### config.mk
export PLATFORM = sky130hd
export DESIGN_NAME = uart_tx_fifo
export DESIGN_NICKNAME = d
export VERILOG_FILES = /design/src/rtl/uart_tx_fifo.sv
export SDC_FILE = /design/constraint.sdc
export NUM_CORES = 1
export LEC_CHECK = 0
export ABC_AREA = 1
export BUFFER_PORTS_ARGS = -buffer_cell sky130_fd_sc_hd__buf_2
export CAP_MARGIN = 10
export CORE_UTILIZATION = 60
export DETAILED_ROUTE_END_ITERATION = 8
export HOLD_SLACK_MARGIN = 0.08
export PLACE_DENSITY = 0.78
export SKIP_LAST_GASP = 1
export SLEW_MARGIN = 30
export SYNTH_ARGS = -nofsm -noshare
export SYNTH_HDL_FRONTEND = slang
export SYNTH_SLANG_ARGS = --single-unit
### constraint.sdc
create_clock -name clk -period 2.91 [get_ports clk]
set_clock_uncertainty 0.1 [all_clocks]
set_input_delay 0.582 -clock clk [delete_from_list [all_inputs] [get_ports clk]]
set_output_delay 0.582 -clock clk [all_outputs]
set_load 0.02 [all_outputs]
### src/rtl/uart_tx_fifo.sv
// uart_tx_fifo: FIFO-buffered UART transmitter, 8N1 by default.
// Define UART_TX_PARITY_EN to compile in an even-parity bit (8E1 frame).
module uart_tx_fifo #(
  parameter int CLK_DIV    = 434,
  parameter int FIFO_DEPTH = 16
) (
  input  logic       clk,
  input  logic       resetn,
  input  logic [7:0] in_byte,
  input  logic       in_valid,
  input  logic       clear_ovf,
  output logic       tx,
  output logic       fifo_full,
  output logic       busy,
  output logic       overflow
);
  // state  | meaning
  // IDLE   | line idle (tx=1), waiting for FIFO data
  // START  | start bit (tx=0)
  // DATA   | 8 data bits, LSB first
  // PARITY | even parity bit (parity build only)
  // STOP   | stop bit (tx=1); chains straight into START if data waits
  localparam int AW = $clog2(FIFO_DEPTH);
  localparam int CW = $clog2(CLK_DIV);
  localparam logic [CW-1:0] CNT_LAST = CW'(CLK_DIV - 1);
  localparam logic [AW:0]   FULL_CNT = (AW+1)'(FIFO_DEPTH);

`ifdef UART_TX_PARITY_EN
  typedef enum logic [2:0] {IDLE, START, DATA, PARITY, STOP} state_t;
`else
  typedef enum logic [2:0] {IDLE, START, DATA, STOP} state_t;
`endif

  state_t        state;
  logic [7:0]    mem [FIFO_DEPTH];
  logic [AW-1:0] wr_ptr, rd_ptr;
  logic [AW:0]   count;
  logic [CW-1:0] bit_cnt;
  logic [2:0]    bit_idx;
  logic [7:0]    shreg;
  logic          fifo_ne, bit_last, push, pop;
`ifdef UART_TX_PARITY_EN
  logic          par_bit;
`endif

  assign fifo_ne   = (count != '0);
  assign fifo_full = (count == FULL_CNT);
  assign busy      = (state != IDLE) || fifo_ne;
  assign bit_last  = (bit_cnt == CNT_LAST);
  // Acceptance uses the pre-edge full flag, so a same-cycle pop never frees room.
  assign push = in_valid && !fifo_full;
  assign pop  = fifo_ne && ((state == IDLE) || (state == STOP && bit_last));

  always_ff @(posedge clk) begin
    if (push) mem[wr_ptr] <= in_byte;
  end

  always_ff @(posedge clk or negedge resetn) begin
    if (!resetn) begin
      wr_ptr   <= '0;
      rd_ptr   <= '0;
      count    <= '0;
      overflow <= 1'b0;
    end else begin
      if (push) wr_ptr <= wr_ptr + 1'b1;
      if (pop)  rd_ptr <= rd_ptr + 1'b1;
      case ({push, pop})
        2'b10:   count <= count + 1'b1;
        2'b01:   count <= count - 1'b1;
        default: count <= count;
      endcase
      if (in_valid && fifo_full) overflow <= 1'b1;
      else if (clear_ovf)        overflow <= 1'b0;
    end
  end

  always_ff @(posedge clk or negedge resetn) begin
    if (!resetn) begin
      state   <= IDLE;
      bit_cnt <= '0;
      bit_idx <= '0;
      shreg   <= '0;
      tx      <= 1'b1;
`ifdef UART_TX_PARITY_EN
      par_bit <= 1'b0;
`endif
    end else begin
      if (pop) begin
        shreg <= mem[rd_ptr];
`ifdef UART_TX_PARITY_EN
        par_bit <= ^mem[rd_ptr];
`endif
      end
      case (state)
        IDLE: begin
          bit_cnt <= '0;
          if (fifo_ne) begin
            tx    <= 1'b0;
            state <= START;
          end
        end
        START: begin
          if (bit_last) begin
            bit_cnt <= '0;
            bit_idx <= '0;
            tx      <= shreg[0];
            shreg   <= {1'b0, shreg[7:1]};
            state   <= DATA;
          end else begin
            bit_cnt <= bit_cnt + 1'b1;
          end
        end
        DATA: begin
          if (bit_last) begin
            bit_cnt <= '0;
            if (bit_idx == 3'd7) begin
`ifdef UART_TX_PARITY_EN
              tx    <= par_bit;
              state <= PARITY;
`else
              tx    <= 1'b1;
              state <= STOP;
`endif
            end else begin
              bit_idx <= bit_idx + 1'b1;
              tx      <= shreg[0];
              shreg   <= {1'b0, shreg[7:1]};
            end
          end else begin
            bit_cnt <= bit_cnt + 1'b1;
          end
        end
`ifdef UART_TX_PARITY_EN
        PARITY: begin
          if (bit_last) begin
            bit_cnt <= '0;
            tx      <= 1'b1;
            state   <= STOP;
          end else begin
            bit_cnt <= bit_cnt + 1'b1;
          end
        end
`endif
        STOP: begin
          if (bit_last) begin
            bit_cnt <= '0;
            if (fifo_ne) begin
              tx    <= 1'b0;
              state <= START;
            end else begin
              state <= IDLE;
            end
          end else begin
            bit_cnt <= bit_cnt + 1'b1;
          end
        end
        default: begin
          tx    <= 1'b1;
          state <= IDLE;
        end
      endcase
    end
  end

endmodule

# Yosys cells after proc, flatten, opt, wreduce, memory -nomap -nowiden
# Memories as Yosys holds them, arrays and structs flattened.
# Index checks and enable logic that the tools add are counted.
dict set report classes {
  add_sub_neg 6
  eq_ne 14
  muxes 29
  reduce_logical 18
}
# operator count
set op_table {}
lappend op_table {{$mux W8} 4}
lappend op_table {{$mux W3} 8}
lappend op_table {{$pmux W9 S2} 1}
lappend op_table {{$pmux W8 S2} 1}
lappend op_table {{$ne A2 B2 Y1 const B} 6}
lappend op_table {{$pmux W3 S4} 1}
lappend op_table {{$mux W1} 10}
lappend op_table {{$pmux W5 S2} 1}
lappend op_table {{$add A9 B1 Y9 const B} 1}
lappend op_table {{$eq A9 B9 Y1 const B} 1}
lappend op_table {{$mux W9} 1}
lappend op_table {{$add A4 B1 Y4 const B} 2}
lappend op_table {{$reduce_bool A2 Y1} 4}
lappend op_table {{$eq A3 B2 Y1 const B} 2}
lappend op_table {{$pmux W3 S2} 1}
lappend op_table {{$add A5 B1 Y5 const B} 1}
lappend op_table {{$eq A5 B5 Y1 const B} 1}
lappend op_table {{$reduce_and A5 Y1} 1}
lappend op_table {{$reduce_bool A5 Y1} 1}
lappend op_table {{$sub A5 B1 Y5 const B} 1}
lappend op_table {{$logic_and A1 B1 Y1} 4}
lappend op_table {{$pmux W1 S4} 1}
lappend op_table {{$reduce_and A4 Y1} 1}
lappend op_table {{$add A3 B1 Y3 const B} 1}
lappend op_table {{other kinds (10)} 11}
dict set report word_totals {
  ff_bits 38
  ram_bits 128
  inputBits 12
  out_inout_bits 4
  n_memories 1
}
# memory depth word_bits rd rd_clocked_by_memory_dff write_ports line_no
set mem_list {}
lappend mem_list {mem 16 8 1 0 1 35} ;# logic [7:0] mem [FIFO_DEPTH];

# Depth between registers and ports, before layout
# Gate-level depths: netlist of the first run.
dict set report logic_depth {
  ltp_word 8
  depth_mapped 20
  mapped_depth_nobuf 19
}

# Least setup slack after synthesis of the first run
# No wires, ideal clock.
dict set report synth_path {
  path_kind {reg-to-reg}
  startpoint {reg state[0]}
  endpoint {reg count[4]}
  t_arrival_ns 2.302
  required_time_ns 2.693
  path_slack_ns 0.391
  path_stages_with_launch 17
  path_buffers 1
  period_less_slack_ns 2.519
  path_cell_list {dfrtp_1 inv_1 ha_1 or2_2 nand3_4 inv_2 buf_6 ha_1 xor2_1 ha_1 inv_1 nand2_1 and3_1 o21bai_1 nand2_1 nand2_1 nand2_1}
}
dict set report synth_between {
  elab_chain_cells 6
}
# item line_no
set synth_lines {}
lappend synth_lines {{from (decl)} 34} ;# state_t state;
lappend synth_lines {{from (signal assigned)} 79} ;# state <= IDLE;
lappend synth_lines {{from (signal assigned)} 99} ;# state <= START;
lappend synth_lines {{from (signal assigned)} 108} ;# state <= DATA;
lappend synth_lines {{$eq A3 B2 Y1} 52} ;# assign pop = fifo_ne && ((state == IDLE) || (state == STOP && bit_last));
lappend synth_lines {{$logic_and A1 B1 Y1} 52}
lappend synth_lines {{$logic_or A1 B1 Y1 *} 52}
lappend synth_lines {{$logic_and A1 B1 Y1 *} 52}
lappend synth_lines {{$eq A2 B1 Y1 or $eq A2 B2 Y1 (tied branches)} 67} ;# case ({push, pop})
lappend synth_lines {{$pmux W5 S2 or $reduce_bool A2 Y1 (tied branches)} n/a}
lappend synth_lines {{to (signal assigned)} 68} ;# 2'b10: count <= count + 1'b1;
lappend synth_lines {{to (signal assigned)} 69} ;# 2'b01: count <= count - 1'b1;
lappend synth_lines {{to (signal assigned)} 70} ;# default: count <= count;
lappend synth_lines {{to (decl)} 37} ;# logic [AW:0] count;
# Every way passes the cells marked *; elsewhere a longest branch is shown, timed or not.
# A chain may end at the register's enable or synchronous reset.

# Final worst setup path of the first run
dict set report layout_path {
  startpoint {reg bit_cnt[1]}
  endpoint {reg count[4]}
}
dict set report layout_between {
  elab_chain_cells 6
}
# item line_no
set layout_lines {}
lappend layout_lines {{from (decl)} 38} ;# logic [CW-1:0] bit_cnt;
lappend layout_lines {{from (signal assigned)} 110} ;# bit_cnt <= bit_cnt + 1'b1;
lappend layout_lines {{from (signal assigned)} 130} ;# bit_cnt <= bit_cnt + 1'b1;
lappend layout_lines {{from (signal assigned)} 154} ;# bit_cnt <= bit_cnt + 1'b1;
lappend layout_lines {{$eq A9 B9 Y1 *} 49} ;# assign bit_last = (bit_cnt == CNT_LAST);
lappend layout_lines {{$logic_and A1 B1 Y1 *} 52}
lappend layout_lines {{$logic_or A1 B1 Y1 *} 52}
lappend layout_lines {{$logic_and A1 B1 Y1 *} 52}
lappend layout_lines {{$eq A2 B1 Y1 or $eq A2 B2 Y1 (tied branches)} 67}
lappend layout_lines {{$pmux W5 S2 or $reduce_bool A2 Y1 (tied branches)} n/a}
# Marked as above.

==> results.toml, run 1 <==
[power_and_ir_drop]
pwr-share-comb_pct = 10.3
vdd_drop_max_mv = 0.766
power_per_cell_area_nw_per_um2 = 697
internal_power_mw = 4.15
swShare_pct = 26.1
seqPwrFrac_pct = 51.2
p_leak_nw = 3.25
pwr-share-clk_pct = 38.5
switchingPower_mw = 1.47

[synthesis]
synthFlopType = "edfxtp_1"
synthCells = 674
yosys_warnings = 0
async_flop_share_pct = 22.4
synth_area_um2 = 7310
ys_seq_area_share_pct = 65.3
synth_area_per_cell_um2 = 10.8
synth_edf_count = 128
yosys.cell_types.count = 41
synthesis.nets = 703
ys_seq_elements = 165

[worst_setup_path]
arrival_ns = 2.84
reg2reg_depth = 19
path_class = "flop to flop"
crit_chain = "inv_1, ha_1, nand2_1, nor3_4, nand2_4, nand2_8, nand3_4, inv_2, ha_1, xor2_1, ha_1, inv_1, nand2_1, and3_1, nor2_1, nand2_1, nand2_1, nand2_1, nand2_1"
timing.rr.start = "bit_cnt[1]"
setup.worst_path.end = "count[4]"
worstSetupStartpoint = "bit_cnt[1]"
critical_path.max_stage_delay_ns = 0.40
cp_top_family = "simple AND/OR/NAND/NOR gates"
worstPathRequired_ns = 3.13
cpMostUsedCell = "nand2_1"
crit_buf_inv = 3
r2r_end = "count[4]"
end_kind = "flop"
critPathLaunchType = "flop"
r2r_setup_slack_ns = 0.29
cpMaxStageDelayCell = "dfrtp_1"
path_max_fanout = 8
cp_num_cells = 19

[finish]
mostFrequentLayoutCell = "nand2_1"
final_util_pct = 69.1
multi_input_area_um2 = 2220
ff_latch_area_um2 = 4770
final_net_count = 719
layout_common_cells = "nand2_1, edfxtp_1, nand3_1"
syn_to_final_growth_pct = 10.4
drive_gt1_share_pct = 11.4
diodes = 0
fin_area_um2 = 8060
final_cells = 846
fill_cells = 798

[placed_design]
dp.cells = 814
place_congestion = 0.842
hpwl_um = 9590
portBuffers = 15
dpl-instance-area_um2 = 7490

[clock_tree]
cts_root_buffer = "clkbuf_16"
cts.sinks = 165
insertion_delay_ns = 0.42
path_clk_slew_ns = 0.07
cts_hold_buf = 0
cts_buffers = 17
cts_tree = "done"
clockBufferDepth = 2
htreeDepth = 4
post_cts_buffers = 0
cts_resized = 0

[outcome]
status = "complete, no violations"

[die]
start_util_pct = 62.6
die_y_um = 112
fp-row-count = 39
top_level_ports = 16
core-area_um2 = 11700
die_area_um2 = 12600
die_width_um = 112

[timing]
post-route-min-period_ns = 2.62
period_share_pct = 90.1
tns_ns = 0
whs_ns = 0.160
rsz0062_at_grt = "false"
tightest_slew_ns = 0.846
max_slew_margin_pct = 43.4
hold_viol_final = 0
slew_viol_final = 0
finalSetupViolCount = 0
fmax_mhz = 381

[drt]
drcViolationCount = 0
post_drt_wl_per_cell_um = 18.2
drt_wl_total_um = 15400
drt_iter0_drc = 525
drt-pass1-iter-count = 5
routed_via_density = 5.83
drtAntennaViolNets = 0
via_count = 4928

[global_routing]
grt_pass1_wl_um = 24800
grt_pass1_vias = 4934
grt_max_degree = 67
grtUsageTotal_pct = 26.6
globalRouteOverflowTotal = 0
antenna_found_initial = 0

[min_path]
hp-class = "input pin to asynchronous set/reset pin"

[flow_run]
maxCapViolations = 0
## kinds of logic (layout without fill, tap and decap cells)
group | count (synthesis) | in the layout | synth area share [%]
DFF | 165 | 165 | 65.3
adders and majority gates | 17 | 17 | 2.91
and+or+nand+nor | 385 | 385 | 23.8
xor gates and xnor gates | 15 | 15 | 1.90
buffers and inverters | 69 | 98 | 4.37
AOI/OAI and AO/OA | 23 | 23 | 1.75
## cell usage after synthesis, types with 3 or more instances
cell      instances  share of area [%]
a21oi_1           5               0.34
xor2_1           10                1.2
nand2_1         198                 10
nand3_1         127                8.7
nand4_1           7               0.60
xnor2_1           4               0.48
dfrtp_1          36                 12
buf_4             6               0.62
inv_2             5               0.26
o21ai_0           6               0.41
clkbuf_1          3               0.15
nor2_1           34                1.7
edfxtp_1        128                 53
inv_1            34                1.7
ha_1             17                2.9
o21ai_1           6               0.41
buf_2            18                1.2
## sequential cells by signal, indices dropped and copies added, names as in the netlist
name / cells
count: 5
mem: 128
overflow: 1
bit_idx: 3
wr_ptr: 4
shreg: 8
tx: 1
state: 2
bit_cnt: 9
rd_ptr: 4
## worst min path at each step
stage               startpoint    endpoint  slack, ns  cells past startpoint
floorplan               resetn  bit_cnt[0]       0.19                      0
global placement    bit_idx[1]  bit_idx[1]       0.36                      2
detailed placement          tx          tx       0.36                      2
CTS                     resetn  bit_cnt[7]       0.19                      1
global route            resetn  bit_cnt[7]       0.22                      1
finish                  resetn  bit_cnt[7]       0.16                      1
## per-layer routing
layer	share of wire (%)	vias up	global-route usage [%]
met1	40	2319	35.1
li1	-	2331	-
met5	0	-	0
met4	3.4	0	12.6
met2	48	234	42.7
met3	8.7	44	5.56
## final cells by class
cell class | instances | area share, %
clock buffers | 18 | 5.32
flip-flops and latches | 165 | 59.2
well taps | 143 | 2.22
inverters | 39 | 1.82
multi-input cells | 440 | 27.5
repair buffers | 27 | 2.20
clock inverters | 14 | 1.78
## stage by stage
step,setup WS (ns),power [mW]
after floorplan,0.391,3.28
after global placement,0.417,3.46
after detailed placement,0.312,3.50
after CTS,0.289,5.65
after global routing,0.0483,5.83
final,0.288,5.62
## power groups by stage
stage,Sequential (mW),Clock [mW],Combinational (mW)
floorplan,2.90,0,0.375
global placement,2.91,0,0.546
detailed placement,2.93,0,0.572
CTS,2.88,2.19,0.578
global route,2.90,2.29,0.646
finish,2.88,2.17,0.578
## worst reg2reg max path: cells and delay by family, from the launching register on
family	cells	cell delay [ns]
adders and majority gates	3	0.54
and+or+nand+nor	12	1.09
DFF	1	0.40
xor gates and xnor gates	1	0.23
buffers and inverters	3	0.18
Power figures use the tool's default switching activity.
==> run 2, diff against run 1 <==
--- a/config.mk
+++ b/config.mk
@@ -8,6 +8,7 @@
 export ABC_AREA = 1
 export BUFFER_PORTS_ARGS = -buffer_cell sky130_fd_sc_hd__buf_2
 export CAP_MARGIN = 10
+export CORE_ASPECT_RATIO = 1.25
 export CORE_UTILIZATION = 60
 export DETAILED_ROUTE_END_ITERATION = 8
 export HOLD_SLACK_MARGIN = 0.08
==> run 2 against run 1 <==
Effect of this change: maximum frequency grew 0.83%; hold slack gained 0.013 ns; worst setup slack better by 0.022 ns; critical path type unchanged; flip-flop and latch count stayed put; first-iteration DRC count fell by 3.4%; combinational power shrank 2%; core utilization up 0.30 points; die area is essentially flat; cell area is 0.98% higher; sequential share of layout area fell by 0.57 points.
==> results.toml, run 2 (synthesized netlist as in run 1, its figures left out) <==
[clock_tree]
post_cts_buffers = 0
cts_root_buffer = "clkbuf_16"
cts_tree = "done"
cts_buffers = 17
cts.sinks = 165
cts_resized = 0
htreeDepth = 4
insertion_delay_ns = 0.42
clockBufferDepth = 2
path_clk_slew_ns = 0.06
cts_hold_buf = 0

[global_routing]
grt_max_degree = 67
grt_pass1_wl_um = 24300
globalRouteOverflowTotal = 0
antenna_found_initial = 0
grtUsageTotal_pct = 25.8
grt_pass1_vias = 4892

[die]
die_area_um2 = 12600
top_level_ports = 16
start_util_pct = 62.3
core-area_um2 = 11700
fp-row-count = 44
die_y_um = 125
die_width_um = 101

[timing]
tightest_slew_ns = 0.844
period_share_pct = 89.4
post-route-min-period_ns = 2.60
fmax_mhz = 384
max_slew_margin_pct = 43.8
finalSetupViolCount = 0
hold_viol_final = 0
tns_ns = 0
rsz0062_at_grt = "false"
whs_ns = 0.173
slew_viol_final = 0

[drt]
drt_wl_total_um = 14900
routed_via_density = 5.62
drt-pass1-iter-count = 6
drtAntennaViolNets = 0
drcViolationCount = 0
via_count = 4875
post_drt_wl_per_cell_um = 17.2
drt_iter0_drc = 507

[worst_setup_path]
r2r_setup_slack_ns = 0.31
worstPathRequired_ns = 3.12
path_max_fanout = 5
reg2reg_depth = 15
end_kind = "flop"
path_class = "flop to flop"
arrival_ns = 2.81
cpMaxStageDelayCell = "dfrtp_1"
timing.rr.start = "state[0]"
crit_chain = "inv_1, ha_1, or2_2, nand3_4, inv_2, ha_1, xor2_1, ha_1, inv_1, nand2_1, and3_1, o21bai_1, nand2_1, nand2_1, nand2_1"
cpMostUsedCell = "nand2_1"
critical_path.max_stage_delay_ns = 0.40
r2r_end = "count[4]"
critPathLaunchType = "flop"

[placed_design]
portBuffers = 15
place_congestion = 0.836
hpwl_um = 9270

[finish]
mostFrequentLayoutCell = "nand2_1"
diodes = 0
max_flop_register = "mem"
drive_gt1_share_pct = 11.5
layout_common_cells = "nand2_1, edfxtp_1, nand3_1"
syn_to_final_growth_pct = 11.5
fill_cells = 819
top_regs = "mem: 128 flops, bit_cnt: 9 flops, shreg: 8 flops"
largest_reg_flops = 128
final_net_count = 723

[min_path]
hp-class = "input pin to asynchronous set/reset pin"

[power_and_ir_drop]
power_per_cell_area_nw_per_um2 = 708
p_leak_nw = 3.28
vdd_drop_max_mv = 0.685

[outcome]
status = "complete, no violations"

[flow_run]
maxCapViolations = 0
## run 2: area by class of cell
type | count | area, um2 | area share (%)
inverters | 39 | 146 | 1.80
clock buffers | 19 | 433 | 5.32
flip-flops and latches | 165 | 4770 | 58.6
well taps | 161 | 201 | 2.47
multi-input cells | 440 | 2220 | 27.2
clock inverters | 13 | 179 | 2.20
repair buffers | 31 | 195 | 2.40
## run 2: worst max-delay path: cells and delay by family, from the launching register on
family	cells	cell delay (ns)
AOI/OAI and AO/OA	1	0.13
adders and majority gates	3	0.68
and+or+nand+nor	7	0.84
buffers and inverters	3	0.17
xor gates and xnor gates	1	0.18
DFF	1	0.40
## run 2: where the power goes
group	total (mW)	switching, mW	internal, mW	leakage (nW)
clock network	2.31	0.881	1.43	0.293
registers	2.88	0.103	2.78	1.61
logic	0.568	0.388	0.180	1.37
total	5.76	1.37	4.39	3.28
## run 2: worst max-delay path by stage
stage	cells after the start	from	slack, ns	endpoint
2_1_floorplan	16	state[0]	0.39	count[4]
3_3_place_gp	15	state[0]	0.43	count[4]
3_5_place_dp	15	state[0]	0.33	count[4]
4_1_cts	15	state[0]	0.32	count[4]
5_1_grt	19	bit_cnt[1]	0.13	count[4]
6_report	15	state[0]	0.31	count[4]
## run 2: through the flow
step | total power [mW] | instances | utilization [%] | setup WS (ns) | cell area [um2]
CTS | 5.77 | 868 | 69.4 | 0.316 | 8140
detailed placement | 3.48 | 836 | 64.2 | 0.326 | 7530
global route | 5.97 | 868 | 69.4 | 0.132 | 8140
global placement | 3.45 | 836 | 64.2 | 0.425 | 7530
finish | 5.76 | 868 | 69.4 | 0.309 | 8140
floorplan | 3.28 | 674 | - | 0.391 | 7310
## run 2: routing by layer
layer / global-route usage (%) / up-vias / wire length (um)
met5: 0 / - / 0
met3: 4.86 / 46 / 842
met2: 42.1 / 184 / 7420
met4: 12.8 / 0 / 597
li1: - / 2329 / -
met1: 32.9 / 2316 / 6090
==> run 3, diff against run 2 <==
--- a/config.mk
+++ b/config.mk
@@ -7,8 +7,8 @@
 export LEC_CHECK = 0
 export ABC_AREA = 1
 export BUFFER_PORTS_ARGS = -buffer_cell sky130_fd_sc_hd__buf_2
-export CAP_MARGIN = 10
-export CORE_ASPECT_RATIO = 1.25
+export CAP_MARGIN = 15
+export CORE_ASPECT_RATIO = 0.75
 export CORE_UTILIZATION = 60
 export DETAILED_ROUTE_END_ITERATION = 8
 export HOLD_SLACK_MARGIN = 0.08
==> run 3 against run 2 <==
Effect of this change: sequential power barely moved; clock power fell by 5%; core utilization rose by 0.24 points; global-route usage rose by 0.54 points; highest routed layer unchanged; maximum frequency fell by 3.7%; worst setup slack got worse by 0.10 ns; first-iteration DRC count fell by 11%; critical endpoint unchanged; hold slack got worse by 0.013 ns; sequential share of layout area fell by 0.28 points.
==> results.toml, run 3 (synthesized netlist as in run 1, its figures left out) <==
[outcome]
status = "complete, no violations"

[worst_setup_path]
critPathLaunchType = "flop"
path_max_fanout = 5
worstPathRequired_ns = 3.12
arrival_ns = 2.91
path_class = "flop to flop"
end_kind = "flop"

[power_and_ir_drop]
internal_power_mw = 4.31
pwr-share-clk_pct = 38.6
seqPwrFrac_pct = 50.7
switchingPower_mw = 1.37
swShare_pct = 24.2
vdd_drop_max_mv = 0.522
p_leak_nw = 3.31
power_per_cell_area_nw_per_um2 = 694
finalPower_mw = 5.68
pwr-share-comb_pct = 10.7

[timing]
max_slew_margin_pct = 44.3
period_share_pct = 92.8
fmax_mhz = 370
finalSetupViolCount = 0
tightest_slew_ns = 0.835
post-route-min-period_ns = 2.70
tns_ns = 0
rsz0062_at_grt = "false"
hold_viol_final = 0
postLayoutSetupSlackWorst_ns = 0.209
slew_viol_final = 0

[global_routing]
grt_max_degree = 38
antenna_found_initial = 0
grtUsageTotal_pct = 26.3
grt_pass1_wl_um = 24400
grt_pass1_vias = 4763
globalRouteOverflowTotal = 0

[finish]
max_flop_register = "mem"
layout_common_cells = "nand2_1, edfxtp_1, nand3_1"
final_util_pct = 69.7
syn_to_final_growth_pct = 12.0
largest_reg_flops = 128
drive_gt1_share_pct = 12.4
top_regs = "mem: 128 flops, bit_cnt: 9 flops, shreg: 8 flops"
fill_cells = 809
fin_area_um2 = 8180
diodes = 0
final_net_count = 733
mostFrequentLayoutCell = "nand2_1"

[clock_tree]
cts_root_buffer = "clkbuf_16"
htreeDepth = 4
path_clk_slew_ns = 0.06
insertion_delay_ns = 0.42
cts.sinks = 165
cts_buffers = 17
clockBufferDepth = 2
cts_tree = "done"

[placed_design]
pre_cts_slack_ns = 0.190
dpl-instance-area_um2 = 7580
hpwl_um = 9530
place_congestion = 0.865
portBuffers = 15

[die]
die_y_um = 97.6
top_level_ports = 16
die_area_um2 = 12600
start_util_pct = 62.2
fp-row-count = 34
die_width_um = 129
core-area_um2 = 11700

[drt]
post_drt_wl_per_cell_um = 17.5
drt_iter0_drc = 452
drt-pass1-iter-count = 5
routed_via_density = 5.72
drt_wl_total_um = 15400
drcViolationCount = 0
drtAntennaViolNets = 0
via_count = 5026

[flow_run]
maxCapViolations = 0

[min_path]
hp-class = "input pin to asynchronous set/reset pin"
-- run 3: cell count changes in the layout (fill, tap and decap cells not counted), sizes merged --
| cell | before | now |
|---|---|---|
| buf | 31 | 41 |
| bufinv | 4 | 3 |
| clkbuf | 19 | 20 |
| clkinv | 5 | 6 |
| inv | 41 | 39 |
-- run 3: final timing paths --
path	from	to	slack (ns)	depth (start not counted)
hold reg to reg	tx	tx	0.38	2
setup / recovery	state[0]	count[4]	0.21	15
setup reg to reg	state[0]	count[4]	0.21	15
min in group clk	clear_ovf	overflow	0.24	2
max in group asynchronous	resetn	rd_ptr[0]	1.97	1
hold / removal	resetn	shreg[4]	0.16	1
-- run 3: stage by stage --
| stage | hold WS [ns] | instances |
|---|---|---|
| 3_3_place_gp | 0.364 | 844 |
| 4_1_cts | 0.183 | 875 |
| 6_report | 0.160 | 878 |
| 5_1_grt | 0.226 | 878 |
| 3_5_place_dp | 0.368 | 844 |
| 2_1_floorplan | 0.186 | 674 |
-- run 3: routing by layer --
layer	track usage, %	wire length (um)	up-vias
li1	-	-	2355
met1	37.7	6920	2421
met2	39.4	7120	228
met3	5.89	1120	22
met4	10.2	221	0
met5	0	0	-
-- run 3: critical path: stages (launching register included) --
cell	delay [ns]
dfrtp_1	0.40
inv_1	0.08
ha_1	0.26
or2_2	0.32
nand3_4	0.09
inv_2	0.05
ha_2	0.19
xor2_1	0.16
ha_1	0.20
inv_1	0.08
nand2_1	0.08
and3_1	0.21
o21bai_1	0.19
nand2_1	0.07
nand2_1	0.06
nand2_1	0.05
-- run 3: layout make-up --
type                       count  area, um2  share of cell area (%)
sequential                   165       4770                    58.3
multi-input combinational    440       2220                    27.1
tap                          162        203                    2.48
inverter                      39        146                    1.79
clock inverter                11        135                    1.65
clock buffer                  20        437                    5.34
timing repair buffer          41        270                    3.30
-- run 3: power by group through the flow --
stage | clock, mW | sequential (mW) | combinational (mW)
2_1_floorplan | 0 | 2.90 | 0.375
3_3_place_gp | 0 | 2.92 | 0.558
3_5_place_dp | 0 | 2.92 | 0.593
4_1_cts | 2.21 | 2.88 | 0.604
5_1_grt | 2.30 | 2.90 | 0.677
6_report | 2.19 | 2.88 | 0.609
-- run 3: repair_timing --
action,CTS,global route
endpoints found under the setup margin,0,1
gates resized for setup,0,1
endpoints found under the hold margin,0,0
setup buffers,0,3
hold buffers,0,0
